### config.mk
export PLATFORM = sky130hd
export DESIGN_NAME = pipe_stage_skid
export DESIGN_NICKNAME = d
export VERILOG_FILES = /design/src/rtl/pipe_pkg.sv /design/src/rtl/pipe_data_reg.sv /design/src/rtl/pipe_stage_skid.sv
export SDC_FILE = /design/constraint.sdc
export NUM_CORES = 1
export LEC_CHECK = 0
export ABC_AREA = 1
export CORE_AREA = 3 3 164 166
export CTS_CLUSTER_DIAMETER = 80
export DETAILED_ROUTE_END_ITERATION = 10
export DIE_AREA = 0 0 167 169
export PLACE_DENSITY_LB_ADDON = 0.1
export SETUP_SLACK_MARGIN = 0.3
export SKIP_CTS_REPAIR_TIMING = 1
export SLEW_MARGIN = 5
export SYNTH_ARGS = -nofsm -noshare
export SYNTH_HDL_FRONTEND = slang
export SYNTH_SLANG_ARGS = --single-unit
### constraint.sdc
create_clock -name clk -period 1.8 [get_ports clk]
set_input_delay 0.36 -clock clk [delete_from_list [all_inputs] [get_ports clk]]
set_output_delay 0.36 -clock clk [all_outputs]
set_load 0.01 [all_outputs]
### src/rtl/pipe_pkg.sv
// pipe_pkg
// Shared definitions for the pipeline stage registers: stage-register state
// encoding, payload field widths, per-stage bundle widths and the NOP payload
// used when a stage is squashed to a bubble.
package pipe_pkg;

  typedef enum logic [1:0] {
    EMPTY = 2'd0,
    ONE   = 2'd1,
    TWO   = 2'd2
  } state_t;

  // Payload field widths
  localparam int ALUOP_W   = 8;
  localparam int ALUSEL_W  = 3;
  localparam int REG_W     = 32;
  localparam int REGADDR_W = 5;

  // Per-stage bundle widths
  localparam int IF_ID_W  = 2 * REG_W;                                  // pc + inst
  localparam int ID_EX_W  = ALUOP_W + ALUSEL_W + 2 * REG_W + REGADDR_W + 1;
  localparam int EX_MEM_W = ALUOP_W + 2 * REG_W + REGADDR_W + 1;
  localparam int MEM_WB_W = REG_W + REGADDR_W + 1;

  localparam logic [ALUOP_W-1:0]  EXE_NOP_OP  = 8'b0000_0000;
  localparam logic [ALUSEL_W-1:0] EXE_RES_NOP = 3'b000;

  // ID/EX bubble: {aluop, alusel, opv1, opv2, waddr, wreg}
  localparam logic [ID_EX_W-1:0] ID_EX_NOP =
    {EXE_NOP_OP, EXE_RES_NOP, {REG_W{1'b0}}, {REG_W{1'b0}}, {REGADDR_W{1'b0}}, 1'b0};

endpackage

### src/rtl/pipe_data_reg.sv
// pipe_data_reg
// DATA_W payload register with load enable and optional synchronous clear.
// Ports:
//   clk  - clock, rising edge
//   clr  - synchronous clear (honoured only when CLEAR_DATA=1), wins over ld
//   ld   - load enable
//   d    - next payload
//   q    - held payload
module pipe_data_reg #(
  parameter int DATA_W     = 81,
  parameter int CLEAR_DATA = 1
) (
  input  logic              clk,
  input  logic              clr,
  input  logic              ld,
  input  logic [DATA_W-1:0] d,
  output logic [DATA_W-1:0] q
);

  generate
    if (CLEAR_DATA != 0) begin : g_clr
      always_ff @(posedge clk) begin
        if (clr)     q <= '0;
        else if (ld) q <= d;
      end
    end else begin : g_noclr
      // No reset on the payload: only control state needs a known value.
      always_ff @(posedge clk) begin
        if (ld) q <= d;
      end
    end
  endgenerate

endmodule

### src/rtl/pipe_stage_skid.sv
// pipe_stage_skid
// Valid/ready pipeline stage register with flush, back-pressure and an
// optional second (skid) entry that keeps in_ready registered at full rate.
// Ports:
//   clk, rst         - clock, synchronous active-high reset
//   flush            - synchronous squash, empties the stage
//   in_valid/ready   - upstream handshake, in_data payload
//   out_valid/ready  - downstream handshake, out_data from the main register
//   occ              - entries held (0..2)
module pipe_stage_skid
  import pipe_pkg::*;
#(
  parameter int DATA_W     = ID_EX_W,
  parameter int SKID       = 1,
  parameter int CLEAR_DATA = 1
) (
  input  logic              clk,
  input  logic              rst,
  input  logic              flush,
  input  logic              in_valid,
  output logic              in_ready,
  input  logic [DATA_W-1:0] in_data,
  output logic              out_valid,
  input  logic              out_ready,
  output logic [DATA_W-1:0] out_data,
  output logic [1:0]        occ
);

  state_t            state_p1;
  logic              in_xfer;
  logic              out_xfer;
  logic              main_ld;
  logic              skid_ld;
  logic              clr;
  logic [DATA_W-1:0] main_d;
  logic [DATA_W-1:0] skid_q;

  assign in_xfer  = in_valid && in_ready && !flush;
  assign out_xfer = out_valid && out_ready;
  assign clr      = rst || flush;

  assign out_valid = (state_p1 != EMPTY);
  assign occ       = state_p1;

  generate
    if (SKID != 0) begin : g_rdy_reg
      assign in_ready = (state_p1 != TWO) && !rst;
    end else begin : g_rdy_comb
      assign in_ready = !rst && (!out_valid || out_ready);
    end
  endgenerate

  // Main takes the new beat when it is free or being drained at the same edge;
  // leaving TWO it refills from the skid entry to preserve order.
  assign main_ld = (in_xfer && (state_p1 == EMPTY || out_xfer)) ||
                   (state_p1 == TWO && out_xfer);
  assign main_d  = (state_p1 == TWO) ? skid_q : in_data;
  assign skid_ld = (state_p1 == ONE) && in_xfer && !out_xfer;

  // ---- stage p1: control state ----
  always_ff @(posedge clk) begin
    if (rst || flush) begin
      state_p1 <= EMPTY;
    end else begin
      case (state_p1)
        EMPTY: if (in_xfer) state_p1 <= ONE;
        ONE: begin
          // With SKID=0, an input-only transfer from ONE cannot occur since
          // in_ready there requires out_ready.
          if (in_xfer && !out_xfer && SKID != 0) state_p1 <= TWO;
          else if (!in_xfer && out_xfer)         state_p1 <= EMPTY;
        end
        TWO:     if (out_xfer) state_p1 <= ONE;
        default: state_p1 <= EMPTY;
      endcase
    end
  end

  // ---- stage p1: payload registers ----
  pipe_data_reg #(
    .DATA_W    (DATA_W),
    .CLEAR_DATA(CLEAR_DATA)
  ) u_main (
    .clk(clk),
    .clr(clr),
    .ld (main_ld),
    .d  (main_d),
    .q  (out_data)
  );

  generate
    if (SKID != 0) begin : g_skid
      pipe_data_reg #(
        .DATA_W    (DATA_W),
        .CLEAR_DATA(CLEAR_DATA)
      ) u_skid (
        .clk(clk),
        .clr(clr),
        .ld (skid_ld),
        .d  (in_data),
        .q  (skid_q)
      );
    end else begin : g_no_skid
      assign skid_q = '0;
    end
  endgenerate

endmodule

==> results of run 1 <==
[cell type report]
class	instances	area, um2
Clock buffer	17	425.4
Clock inverter	13	127.6
Fill cell	2714	15310
Inverter	166	625.6
Multi-Input combinational cell	828	3257
Sequential cell	164	3286
Tap cell	335	419.2
Timing Repair Buffer	198	2316
[synthesized netlist by cell type, drive strengths merged]
cell type | instances | area, um2
o21ai | 82 | 410.4
a21boi | 1 | 7.510
buf | 49 | 376.6
nand2 | 414 | 1562
a21oi | 2 | 10.01
inv | 166 | 623.1
nor2 | 327 | 1227
nand3 | 1 | 5.000
dfxtp | 164 | 3283
clkbuf | 21 | 78.83
nand4 | 1 | 6.260
[state kept, by name (all words and copies together), names as in the netlist]
register,flops
u_main.q,81
g_skid.u_skid.q,81
occ,2
[logic make-up after synthesis]
kind of cell / Yosys count / share of synthesized area (%)
AO/OA/AOI/OAI: 85 / 5.638
buffers and inverters: 236 / 14.21
flip-flops: 164 / 43.26
AND/OR/NAND/NOR: 743 / 36.89
[power groups by stage]
| stage | Clock (mW) | Sequential [mW] | Combinational (mW) |
|---|---|---|---|
| 2_1_floorplan | 0 | 3.80 | 0.306 |
| 3_3_place_gp | 0 | 3.78 | 0.720 |
| 3_5_place_dp | 0 | 3.78 | 0.719 |
| 4_1_cts | 3.67 | 3.70 | 0.725 |
| 5_1_grt | 3.82 | 3.70 | 0.790 |
| 6_report | 3.52 | 3.70 | 0.703 |
[through the flow]
step | utilization (%) | setup slack [ns] | TNS (ns) | instances | instance area (um2)
after floorplan | - | 0.4873 | 0 | 1228 | 7590
after global placement | 37.44 | -0.08421 | -3.825 | 1690 | 9647
after detailed placement | 37.44 | -0.1009 | -6.637 | 1690 | 9647
after CTS | 39.59 | -0.2103 | -0.3508 | 1720 | 10200
after global routing | 40.59 | 0.1422 | 0 | 1721 | 10460
final | 40.59 | 0.2286 | 0 | 1721 | 10460
[critical path, stage by stage, from the launching register on]
cell and delay [ns]:
dfxtp_2 0.33, buf_4 0.16, a21oi_1 0.13, dlymetal6s2s_1 0.17
[routing by layer]
| layer | track usage (%) | vias to the layer above | part of all wire [%] |
|---|---|---|---|
| met2 | 22.10 | 118 | 44 |
| met3 | 3.503 | 14 | 5.1 |
| met4 | 4.197 | 0 | 1.1 |
| met5 | 0 | - | 0 |
| li1 | - | 3858 | - |
| met1 | 17.97 | 2994 | 49 |
[final timing paths]
check,cells after the start,slack (ns),startpoint,endpoint
setup / recovery,3,0.23,occ[1],in_ready
hold / removal,4,0.51,u_main.q[23],u_main.q[23]
setup reg to reg,8,0.40,occ[1],u_main.q[34]
hold reg to reg,4,0.51,u_main.q[23],u_main.q[23]
==> flow_metrics.tcl, run 1 <==
set metrics [dict create \
    p_per_area_nw_per_um2 757.3 \
    start_kind "flip-flop" \
    core_area_um2 25760 \
    period_share_pct 87.30 \
    antenna_found_initial 0 \
    initial_core_util_pct 29.46 \
    leakage_nw 6.717 \
    end_kind "output pin" \
    cts_buffer_depth 2 \
    track_usage_pct 13.65 \
    grt_pass1_wl_um 31890 \
    io_pins 171 \
    yosysWarnings 0 \
    syn-num-nets 1314 \
    drive_gt1_share_pct 4.906 \
    synthCells 1228 \
    finClkSkew_ns 0.01353 \
    die_h_um 169 \
    synth_area_per_cell_um2 6.181 \
    dpl.hpwl_um 12370 \
    share_comb_of_total_power_pct 8.9 \
    hold_violations 0 \
    required_ns 1.44 \
    die-area_um2 28220 \
    switching_power_mw 1.970 \
    final_common_cell "nand2_1" \
    die_w_um 167 \
    num_vias 6984 \
    nNetsFinal 1461 \
    portBuffers 170 \
    overflow 0 \
    slew_headroom_pct 75.35 \
    worst_pin_slew_ns 0.3698 \
    period_needed_ns 1.571 \
    drt-total-wl_um 19290 \
    avgViaCountPerCell 4.058 \
    grt_start_max_net_pins 97 \
    final-setup-viol-count 0 \
    clk_pin_slew_ns 0.07 \
    diodes 0 \
    power_mw 7.918 \
    drtPass1Iterations 4 \
    rows 59 \
    synthDistinctLibCells 17 \
    root_buffer "clkbuf_16" \
    clkSinkCount 164 \
    netSwitchingFraction_pct 24.88 \
    ir_drop_mv 0.6065 \
    wl_per_cell_um 11.21 \
    cts_tree "built" \
    gp_congestion 0.7136 \
    ys_seq_area_share_pct 43.26 \
    seqPwrFrac_pct 46.7 \
    ctsHtreeMaxLevel 4 \
    antenna_left 0 \
    drcViolationCount 0 \
    pwr-share-clk_pct 44.4 \
    clock_latency_ns 0.42 \
    internal_power_mw 5.949 \
    drt_iter0_drc 347 \
    slew_violations 0 \
    holdCritPathClass "reg -> reg" \
    cap_violations 0 \
    path_class "reg -> out" \
    fmax_mhz 636.4 \
    synth.ff_latch_count 164 \
    whs_ns 0.5074 \
    cts_buffers 17 \
    first_global_vias 6413 \
    crit_arrival_ns 1.21 \
    syn_to_final_growth_pct 37.77 \
    path_max_fanout 4 \
    layout.cells.most_common_list "nand2_1, nor2_1, inv_1, dfxtp_1, clkdlybuf4s50_1" \
    run_status "completed" \
    netlist_area_um2 7590 \
    rsz0062_at_grt "yes" \
]
(Power assumes the default switching activity.)
==> run 2: changes to the inputs <==
Settings changed: RECOVER_POWER set to 25, REMOVE_ABC_BUFFERS set to 1.
==> flow_metrics.tcl, run 2 (synthesized netlist as in run 1, its figures left out) <==
set metrics [dict create \
    period_share_pct 86.56 \
    track_usage_pct 13.40 \
    dpl_cell_area_um2 9612 \
    final_area_um2 10270 \
    rows 59 \
    antenna_found_initial 1 \
    worst_pin_slew_ns 0.4723 \
    slew_violations 0 \
    ir_drop_mv 0.3974 \
    fillers 2826 \
    grt_start_max_net_pins 68 \
    cts_buffers 17 \
    cts_buffer_depth 2 \
    critPathMaxStageDelay_ns 0.51 \
    diodes 0 \
    gp_congestion 0.7661 \
    die-area_um2 28220 \
    finClkSkew_ns 0.008862 \
    crit_buf_inv 3 \
    clock_latency_ns 0.41 \
    drcViolationCount 0 \
    p_per_area_nw_per_um2 786.3 \
    cap_violations 0 \
    setup_tns_ns 0 \
    leakage_nw 5.624 \
    rsz0062_at_grt "yes" \
    clkSinkCount 164 \
    path_max_fanout 36 \
    rr_worst_depth 8 \
    drt-total-wl_um 19140 \
    layout.cells.most_common_list "nand2_1, nor2_1, inv_1, dfxtp_1, clkdlybuf4s50_1" \
    crit_arrival_ns 1.87 \
    root_buffer "clkbuf_16" \
    drive_gt1_share_pct 4.693 \
    dpl.hpwl_um 12310 \
    worst_path_max_delay_cell "clkdlybuf4s50_1" \
    path_class "in -> reg" \
    final_common_cell "nand2_1" \
    cp_cell_sequence "clkdlybuf4s50_1, nor2_1, nand4_1, clkbuf_2, buf_12, nand2_1, nand2_1, nor2_1" \
    clk_pin_slew_ns 0.07 \
    required_ns 2.11 \
    fmax_mhz 641.9 \
    cts_tree "built" \
    final_util_pct 39.85 \
    r2r_slack_ns 0.28 \
    die_w_um 167 \
    rr_startpoint "occ[0]" \
    end_kind "flip-flop" \
    finalWorstSetupSlack_ns 0.2420 \
    initial_core_util_pct 29.46 \
    ctsHtreeMaxLevel 4 \
    antenna_left 0 \
    die_h_um 169 \
    hold_violations 0 \
    portBuffers 170 \
    final-setup-viol-count 0 \
    period_needed_ns 1.558 \
    first_global_vias 6241 \
    r2r_end "g_skid.u_skid.q[12]" \
    drt_iter0_drc 414 \
    cp-startpoint "out_ready" \
    power_mw 8.072 \
    cp_num_cells 8 \
    core_area_um2 25760 \
    holdCritPathClass "in -> reg" \
    overflow 0 \
    grt_pass1_wl_um 31300 \
    cp-endpoint "g_skid.u_skid.q[12]" \
    dp_slack_ns -0.06792 \
    wl_per_cell_um 11.13 \
    num_vias 6888 \
    syn_to_final_growth_pct 35.26 \
    drtPass1Iterations 4 \
    avgViaCountPerCell 4.005 \
    slew_headroom_pct 68.51 \
    start_kind "primary input" \
    run_status "completed" \
    io_pins 171 \
    crit_family "buffers and inverters" \
    nNetsFinal 1458 \
]
## run 2: worst min path at each step
stage	startpoint	end	depth (start not counted)
after global routing	rst	g_skid.u_skid.q[44]	5
after global placement	u_main.q[60]	u_main.q[60]	4
after detailed placement	u_main.q[69]	u_main.q[69]	4
final	rst	u_main.q[27]	5
after floorplan	g_skid.u_skid.q[0]	g_skid.u_skid.q[0]	4
after CTS	u_main.q[69]	u_main.q[69]	4
## run 2: cell type report
class / count / area [um2] / area share [%]
Tap cell: 335 / 419.2 / 4.083
Clock inverter: 12 / 145.1 / 1.414
Sequential cell: 164 / 3288 / 32.03
Multi-Input combinational cell: 828 / 3269 / 31.85
Clock buffer: 20 / 436.7 / 4.254
Timing Repair Buffer: 195 / 2082 / 20.28
Inverter: 166 / 625.6 / 6.094
## run 2: power by group
part           internal [mW]  leakage, nW  switching [mW]
Combinational          0.352         4.02           0.346
Sequential              3.67         1.33          0.0245
Clock                   2.08        0.276            1.60
## run 2: routing by layer
layer	share of wire [%]	vias up	GRT usage, %
li1	-	3858	-
met1	51	2909	18.24
met2	43	107	21.08
met3	4.4	12	3.363
met4	0.92	2	3.981
met5	0.063	-	0
## run 2: tightest hold or removal path, delay by kind of cell
family                 cells  cell delay [ns]
and+or+nand+nor            3             0.16
buffers and inverters      2             0.31
## run 2: per-stage QoR
step	hold WS, ns	instances
5_1_grt	0.4747	1720
2_1_floorplan	0.4895	1158
4_1_cts	0.5103	1719
3_5_place_dp	0.4985	1687
6_report	0.4610	1720
3_3_place_gp	0.4983	1687
